## config.mk

```make
export PLATFORM = sky130hd
export DESIGN_NAME = bus_arbiter_mp
export DESIGN_NICKNAME = d
export VERILOG_FILES = /design/src/rtl/bus_arbiter_mp.sv
export SDC_FILE = /design/constraint.sdc
export NUM_CORES = 1
export LEC_CHECK = 0
export ABC_AREA = 1
export CAP_MARGIN = 20
export CORE_AREA = 2 2 205 207
export CTS_BUF_LIST = sky130_fd_sc_hd__clkbuf_4 sky130_fd_sc_hd__clkbuf_8
export CTS_CLUSTER_SIZE = 28
export DETAILED_ROUTE_END_ITERATION = 7
export DIE_AREA = 0 0 207 209
export PLACE_DENSITY_LB_ADDON = 0.05
export SLEW_MARGIN = 10
export SYNTH_ARGS = -nofsm -noshare
export SYNTH_HDL_FRONTEND = slang
export SYNTH_SLANG_ARGS = --single-unit
export TNS_END_PERCENT = 1
```

## constraint.sdc

```tcl
create_clock -name clk -period 1.9 [get_ports clk]
set_input_delay 0.57 -clock clk [delete_from_list [all_inputs] [get_ports clk]]
set_output_delay 0.57 -clock clk [all_outputs]
set_load 0.05 [all_outputs]
```

## src/rtl/bus_arbiter_mp.sv

```systemverilog
// bus_arbiter_mp: shares one slave bus between up to four masters.
// A master wins in IDLE (fixed priority or round-robin). Its payload then
// follows to an address-decoded slave while BUSY. An unmapped address gets
// a one-cycle ERROR completion, and a slave that never answers is cut off
// by an 8-bit timeout.
module bus_arbiter_mp #(
  parameter int                          NUM_MASTERS    = 2,
  parameter int                          NUM_SLAVES     = 8,
  parameter logic [32*NUM_SLAVES-1:0]    SLAVE_BASE     = '0,
  parameter logic [32*NUM_SLAVES-1:0]    SLAVE_MASK     = '0,
  parameter int                          ARB_MODE       = 1,
  parameter int                          TIMEOUT_CYCLES = 255
) (
  input  logic                           clk,
  input  logic                           reset_n,
  input  logic [NUM_MASTERS-1:0]         m_valid,
  input  logic [32*NUM_MASTERS-1:0]      m_address,
  input  logic [32*NUM_MASTERS-1:0]      m_write_data,
  input  logic [2*NUM_MASTERS-1:0]       m_reqw,
  input  logic [2*NUM_MASTERS-1:0]       m_mode,
  input  logic [NUM_MASTERS-1:0]         m_reqs,
  output logic [NUM_MASTERS-1:0]         m_ready,
  output logic [NUM_MASTERS-1:0]         m_error,
  output logic [31:0]                    m_read_data,
  output logic [31:0]                    s_address,
  output logic [31:0]                    s_write_data,
  output logic [1:0]                     s_reqw,
  output logic [1:0]                     s_mode,
  output logic                           s_reqs,
  output logic [NUM_SLAVES-1:0]          s_select,
  input  logic [32*NUM_SLAVES-1:0]       s_read_data,
  input  logic [NUM_SLAVES-1:0]          s_ready,
  output logic [1:0]                     grant_id,
  output logic                           busy
);

  typedef enum logic [1:0] {
    ST_IDLE  = 2'd0,
    ST_BUSY  = 2'd1,
    ST_ERROR = 2'd2
  } state_t;

  state_t                 state_r;
  logic [1:0]             grant_r;
  logic [1:0]             last_grant_r;
  logic [7:0]             tcnt_r;

  logic [1:0]             win_s;
  logic [31:0]            win_addr_s;
  logic                   win_hit_s;
  logic [NUM_MASTERS-1:0] gnt_oh_s;
  logic [31:0]            g_addr_s;
  logic [31:0]            g_wdata_s;
  logic [1:0]             g_reqw_s;
  logic [1:0]             g_mode_s;
  logic                   g_reqs_s;
  logic [NUM_SLAVES-1:0]  g_sel_s;
  logic [31:0]            g_rdata_s;
  logic                   g_ready_s;
  logic                   timeout_s;

  // Address decode. The first matching region wins, so overlaps still give a one-hot or zero result.
  function automatic logic [NUM_SLAVES-1:0] decode_f(input logic [31:0] addr);
    logic [NUM_SLAVES-1:0] sel;
    logic                  found;
    sel   = '0;
    found = 1'b0;
    for (int k = 0; k < NUM_SLAVES; k++) begin
      if (!found && ((addr & SLAVE_MASK[32*k +: 32]) == SLAVE_BASE[32*k +: 32])) begin
        sel[k] = 1'b1;
        found  = 1'b1;
      end else begin
        sel[k] = 1'b0;
      end
    end
    return sel;
  endfunction

  // Winner selection. Fixed mode scans upward from 0. Round-robin scans upward from last+1, wrapping.
  function automatic logic [1:0] pick_f(input logic [NUM_MASTERS-1:0] req,
                                        input logic [1:0]             last);
    logic [1:0]             pick;
    logic                   found;
    logic [NUM_MASTERS-1:0] req_sh;
    int                     idx;
    pick  = 2'd0;
    found = 1'b0;
    for (int off = 1; off <= NUM_MASTERS; off++) begin
      if (ARB_MODE == 0) begin
        idx = off - 1;
      end else begin
        idx = (int'(last) + off) % NUM_MASTERS;
      end
      req_sh = req >> idx;
      if (!found && req_sh[0]) begin
        pick  = 2'(idx);
        found = 1'b1;
      end else begin
        pick  = pick;
      end
    end
    return pick;
  endfunction

  assign win_s     = pick_f(m_valid, last_grant_r);
  assign win_hit_s = |decode_f(win_addr_s);
  assign g_sel_s   = decode_f(g_addr_s);
  assign g_ready_s = |(g_sel_s & s_ready);
  assign timeout_s = (tcnt_r == 8'(TIMEOUT_CYCLES));
  assign busy      = (state_r != ST_IDLE);
  assign grant_id  = grant_r;

  // Select the arbitration winner's address and the granted master's payload.
  always_comb begin
    win_addr_s = 32'd0;
    gnt_oh_s   = '0;
    g_addr_s   = 32'd0;
    g_wdata_s  = 32'd0;
    g_reqw_s   = 2'd0;
    g_mode_s   = 2'd0;
    g_reqs_s   = 1'b0;
    for (int i = 0; i < NUM_MASTERS; i++) begin
      gnt_oh_s[i] = (grant_r == 2'(i));
      win_addr_s  = (win_s == 2'(i)) ? m_address[32*i +: 32]    : win_addr_s;
      g_addr_s    = gnt_oh_s[i]      ? m_address[32*i +: 32]    : g_addr_s;
      g_wdata_s   = gnt_oh_s[i]      ? m_write_data[32*i +: 32] : g_wdata_s;
      g_reqw_s    = gnt_oh_s[i]      ? m_reqw[2*i +: 2]         : g_reqw_s;
      g_mode_s    = gnt_oh_s[i]      ? m_mode[2*i +: 2]         : g_mode_s;
      g_reqs_s    = gnt_oh_s[i]      ? m_reqs[i]                : g_reqs_s;
    end
  end

  // Mux the read data of the selected slave.
  always_comb begin
    g_rdata_s = 32'd0;
    for (int k = 0; k < NUM_SLAVES; k++) begin
      g_rdata_s = g_sel_s[k] ? s_read_data[32*k +: 32] : g_rdata_s;
    end
  end

  // Drive the slave-side payload in BUSY, and the completion strobes in BUSY and ERROR.
  always_comb begin
    m_ready      = '0;
    m_error      = '0;
    m_read_data  = 32'd0;
    s_address    = 32'd0;
    s_write_data = 32'd0;
    s_reqw       = 2'd0;
    s_mode       = 2'd0;
    s_reqs       = 1'b0;
    s_select     = '0;
    case (state_r)
      ST_BUSY: begin
        s_address    = g_addr_s;
        s_write_data = g_wdata_s;
        s_reqw       = g_reqw_s;
        s_mode       = g_mode_s;
        s_reqs       = g_reqs_s;
        s_select     = g_sel_s;
        if (g_ready_s) begin
          m_ready     = gnt_oh_s;
          m_read_data = g_rdata_s;
        end else if (timeout_s) begin
          m_ready = gnt_oh_s;
          m_error = gnt_oh_s;
        end else begin
          m_ready = '0;
        end
      end
      ST_ERROR: begin
        m_ready = gnt_oh_s;
        m_error = gnt_oh_s;
      end
      default: begin
        m_ready = '0;
      end
    endcase
  end

  // Control FSM: grant in IDLE, wait in BUSY for the slave or the timeout, and spend one cycle in ERROR.
  always_ff @(posedge clk or negedge reset_n) begin
    if (!reset_n) begin
      state_r      <= ST_IDLE;
      grant_r      <= 2'd0;
      last_grant_r <= 2'(NUM_MASTERS - 1);
      tcnt_r       <= 8'd0;
    end else begin
      case (state_r)
        ST_IDLE: begin
          if (|m_valid) begin
            grant_r      <= win_s;
            last_grant_r <= win_s;
            tcnt_r       <= 8'd0;
            state_r      <= win_hit_s ? ST_BUSY : ST_ERROR;
          end else begin
            state_r <= ST_IDLE;
          end
        end
        ST_BUSY: begin
          if (g_ready_s || timeout_s) begin
            state_r <= ST_IDLE;
            grant_r <= 2'd0;
            tcnt_r  <= 8'd0;
          end else begin
            tcnt_r  <= tcnt_r + 8'd1;
          end
        end
        ST_ERROR: begin
          state_r <= ST_IDLE;
          grant_r <= 2'd0;
        end
        default: begin
          state_r <= ST_IDLE;
          grant_r <= 2'd0;
          tcnt_r  <= 8'd0;
        end
      endcase
    end
  end

endmodule

```

Yosys cells after proc, flatten, opt, wreduce, memory -nomap -nowiden
Index checks and enable logic that the tools add are counted.
{"block": "totals", "ff_bits": 13, "output_inout_bits": 116, "elab_cells": 62}
{"block": "op_classes", "add_sub_neg": 3, "n_eq_ne": 6, "shift": 2, "muxes": 34, "bitwise": 3, "reduce_logical": 10}
{"op": "$mux W32", "count": 8}
{"op": "$shr A2 B32 Y1", "count": 2}
{"op": "$mux W2", "count": 13}
{"op": "$pmux W8 S3", "count": 1}
{"op": "$mux W8", "count": 2}
{"op": "$pmux W2 S2", "count": 4}
{"op": "$add A8 B1 Y8 const B", "count": 1}
{"op": "$eq A8 B8 Y1 const B", "count": 1}
{"op": "$mux W1", "count": 6}
{"op": "$reduce_and A2 Y1", "count": 3}
{"op": "$eq A2 B1 Y1 const B", "count": 2}
{"op": "$logic_not A2 Y1", "count": 2}
{"op": "$ne A2 B2 Y1 const B", "count": 2}
{"op": "$add A1 B1 Y1 const B", "count": 2}
{"op": "$and A1 B1 Y1 const A", "count": 2}
{"op": "$eq A2 B2 Y1 const B", "count": 1}
{"op": "$reduce_bool A2 Y1", "count": 1}
{"op": "$reduce_or A2 Y1", "count": 1}
{"op": "$logic_and A1 B1 Y1", "count": 1}
{"op": "$logic_not A1 Y1", "count": 1}
{"op": "$logic_or A1 B1 Y1", "count": 1}
{"op": "$not A1 Y1", "count": 1}

Depth between registers and ports, before layout
{"block": "logic_depth", "ltp_word": 9, "depth_mapped": 8, "depth_no_buf": 8}

Worst setup path before layout
No wires, ideal clock.
{"block": "synth_path", "path_type": "register -> output", "start": "register grant_r[0] (netlist: grant_id[0])", "end": "output m_error[1]", "arrival_time_ps": 2173, "required_time_ps": 1330, "path_slack_ps": -843, "path_stages_with_launch": 5, "path_cell_list": "dfrtp_1 buf_4 inv_2 buf_6 nor3_1"}
{"block": "synth_via", "elab_chain_cells": 4}
{"item": "start: declaration", "line": "44", "text": "logic [1:0] grant_r;"}
{"item": "start signal: assignment", "line": "191", "text": "grant_r <= win_s;"}
{"item": "$eq A2 B1 Y1 *", "line": "123", "text": "gnt_oh_s[i] = (grant_r == 2'(i));"}
{"item": "$mux W2", "line": "163", "text": "end else if (timeout_s) begin"}
{"item": "$mux W2", "line": "160", "text": "if (g_ready_s) begin"}
{"item": "$pmux W2 S2 *", "line": "152", "text": "case (state_r)"}
{"item": "end: declaration", "line": "23", "text": "output logic [NUM_MASTERS-1:0] m_error,"}
Every way passes the cells marked *; elsewhere a longest branch is shown, timed or not.

Final worst setup path
{"block": "layout_path", "start": "register grant_r[0] (netlist: grant_id[0])", "end": "output s_address[19]"}
{"block": "layout_via", "elab_chain_cells": 4, "elab_cells_between_ends": 5, "cone_classes": "eq/ne (1); mux (3); reduce/logical (1)"}
{"item": "$logic_not A2 Y1", "line": "123"}
{"item": "$mux W32", "line": "125", "text": "g_addr_s = gnt_oh_s[i] ? m_address[32*i +: 32] : g_addr_s;"}
{"item": "$mux W32 *", "line": "125"}
{"item": "$mux W32 *", "line": "152"}
{"item": "end: declaration", "line": "25", "text": "output logic [31:0] s_address,"}
Marked as above.

==> metrics.txt <==
outcome finished, violations left; violated checks negative setup slack; post-layout min period approximately 2.1 ns; PD cells 1116 nW/µm²; Post-DRT Antenna Nets 0; final std cell area, no fill 8112 µm²; worst-path maximum fanout 7; placed cell area 6830 µm²; routability cong. between 0.7 and 0.8; initial DRC count ~110; CTS Buf Count 3; H-tree depth 1; min-delay src last_grant_r[0]; initial antenna violation count 0; pre-CTS setup slack -0.4216 ns; starting density of the core 0.04836; vias in the first global route ~4,000; site row count 75; Max Freq about 470 MHz; layout cells sized above 1 0.5014; Seq cells post-synth 11; largest family of logic cells by synthesized area simple AND/OR/NAND/NOR gates; peak supply drop about 0.43 mV; Layout Area Growth over Synthesis 306.2%; Die ar. between 40,000 and 50,000 µm²; TNS Setup -17.28 ns; Adder-Cell Fraction of Synth Area 0.006266; Post-Syn Area about 2000 µm²; diode count 0; total grt overflow 0; syn_area_per_cell approximately 5.1 µm²; Comb power frac 0.934; CP endpoint kind output port; CTS tree done; vias per cell 2.978; Die X-Extent 207 µm; Hold/Removal Path Class flip-flop to flip-flop; Filler Cell Count between 4,000 and 5,000; Post-Synth Simple-Gate Area 0.4436; CTS Buffer Depth 2; post-synthesis sequential area ratio 0.1385; Setup CP Type flip-flop to output port; WL per Instance 17.77 µm; fin nets 1,122; YS warnings 0; final-report max-slew violation count 0; HPWL Detailed 16,260 µm; core footprint a little over 40,000 µm²; Distinct cells, synth 22; arrival time at the worst endpoint 1.58 ns; Port Buffer Count between 200 and 300; wirelength, routed 22,270 µm; # DRC 0; crit share post-route 1.132; Synth Area in XOR/XNOR 0.004386; RR Startpoint state_r[0]; num ports between 500 and 600; first-pass GRT wire length roughly 29,000 µm; clk slew on worst S/H paths around 0.05 ns; clk_lat worst skew 0.24 ns; Flop pwr share 0.038; DR pass1 iterations 4; endpoints failing hold 0; P_leak roughly 3.2 nW; vias approximately 3,700; Clock power frac 0.028; Num Clock Sinks 11; fin worst setup slack -0.2499 ns; mux cell area share after synthesis 0; Setup violations, final roughly 110; die extent in y between 200 and 250 µm; pin count of the biggest net entering global routing between 40 and 50; Psw ~4.8 mW; Switching Fraction 0.5254; Overall Global Routing Usage 0.09213; skew final between 0.0015 and 0.002 ns; Root Buffer clkbuf_8; P_int approximately 4.3 mW; complex-gate fraction of the synthesized area 0.2036; Max Cap Violations 0; hold_ws between 0.4 and 0.5 ns; Post-Synthesis Cells about 390; WP data required 1.33 ns; CP Launch Type flip-flop; origin of the worst setup path grant_id[0]; RSZ-0062 raised after global routing true
## cell type report
| class | count | area [µm²] | share of cell area |
|---|---|---|---|
| Timing Repair Buffer | 344 | 4781 | 0.5894 |
| Multi-Input combinational cell | 312 | 2152 | 0.2653 |
| Tap cell | 539 | 674.4 | 0.08314 |
| Sequential cell | 11 | 281.5 | 0.03471 |
| Inverter | 43 | 173.9 | 0.02144 |
| Clock buffer | 4 | 48.80 | 0.006016 |
## stage by stage
step	utilization	cells	power, mW
2_1_floorplan	-	401	3.379
6_report	0.1965	1253	9.051
3_3_place_gp	0.1654	1240	7.311
5_1_grt	0.1965	1253	9.506
3_5_place_dp	0.1654	1240	7.291
4_1_cts	0.1853	1257	8.669
## power by group through the flow
stage                     combinational [mW]  sequential [mW]  clock (mW)
after floorplan                         3.04            0.342           0
after global placement                  7.01            0.305           0
after detailed placement                6.98            0.307           0
after CTS                               8.07            0.332       0.263
after global routing                    8.88            0.348       0.275
final                                   8.46            0.340       0.255
## timing repair
item                       4_1_cts  5_1_grt
hold buffers                     0        0
gates cloned                     7        5
setup endpoints to repair      107      107
gates resized for setup        189      129
pin swaps                       53       43
buffers inserted                 7        4
## final timing paths
path | end | slack, ns | depth (start not counted)
min | last_grant_r[0] | 0.48 | 2
max reg2reg | tcnt_r[4] | 0.42 | 8
max | s_address[19] | -0.25 | 6
min in group asynchronous | state_r[0] | 0.64 | 2
min reg2reg | last_grant_r[0] | 0.48 | 2
max in group asynchronous | last_grant_r[0] | 1.03 | 2
## cell usage after synthesis (all sizes together)
library cell,count,area (µm²)
ha,1,12.51
o21ai,75,375.4
o21bai,2,15.01
a21oi,1,8.760
buf,28,215.2
dfrtp,10,250.2
dfstp,1,26.28
clkbuf,7,26.28
nor3,2,10.01
xor2,1,8.760
inv,43,161.4
nand3,7,35.03
o31ai,1,7.510
nand4,1,6.260
nand2,33,136.4
conb,1,3.750
nor2,180,698.2
## logic make-up (layout without fill, tap and decap cells)
family / count (synthesis) / after routing
compound gates: 79 / 79
xor+xnor: 1 / 1
fa+ha+maj: 1 / 1
buf+inv: 78 / 391
flops: 11 / 11
other cells: 1 / 8
simple gates: 223 / 223
## routing by layer
metal | wire length, µm | track usage
met3 | 956 | 0.01683
met4 | 25 | 0.004433
met5 | 0 | 0
met1 | 8637 | 0.1043
met2 | 12650 | 0.1848
## cells in the final DEF (no fill, tap or decap), drive strengths merged, types with 2 or more instances in the layout
| cell | Yosys | layout |
|---|---|---|
| conb | 1 | 8 |
| o21ai | 75 | 75 |
| nand3 | 7 | 7 |
| inv | 43 | 42 |
| dfrtp | 10 | 10 |
| nor2 | 180 | 180 |
| o21bai | 2 | 2 |
| nand2 | 33 | 33 |
| nor3 | 2 | 2 |
| buf | 28 | 162 |
| clkdlybuf4s50 | 0 | 173 |
| clkbuf | 7 | 13 |
## critical path, cell delays in order, from the launching register on
cell	delay (ns)
dfrtp_4	0.56
buf_12	0.17
buf_16	0.15
buf_12	0.13
o21ai_2	0.11
nor2_2	0.06
buf_12	0.14
## registers in the layout, indices dropped and copies added (netlist names)
register / cells
tcnt_r: 8
grant_id: 1
last_grant_r: 1
state_r: 1
(Power assumes the default switching activity.)
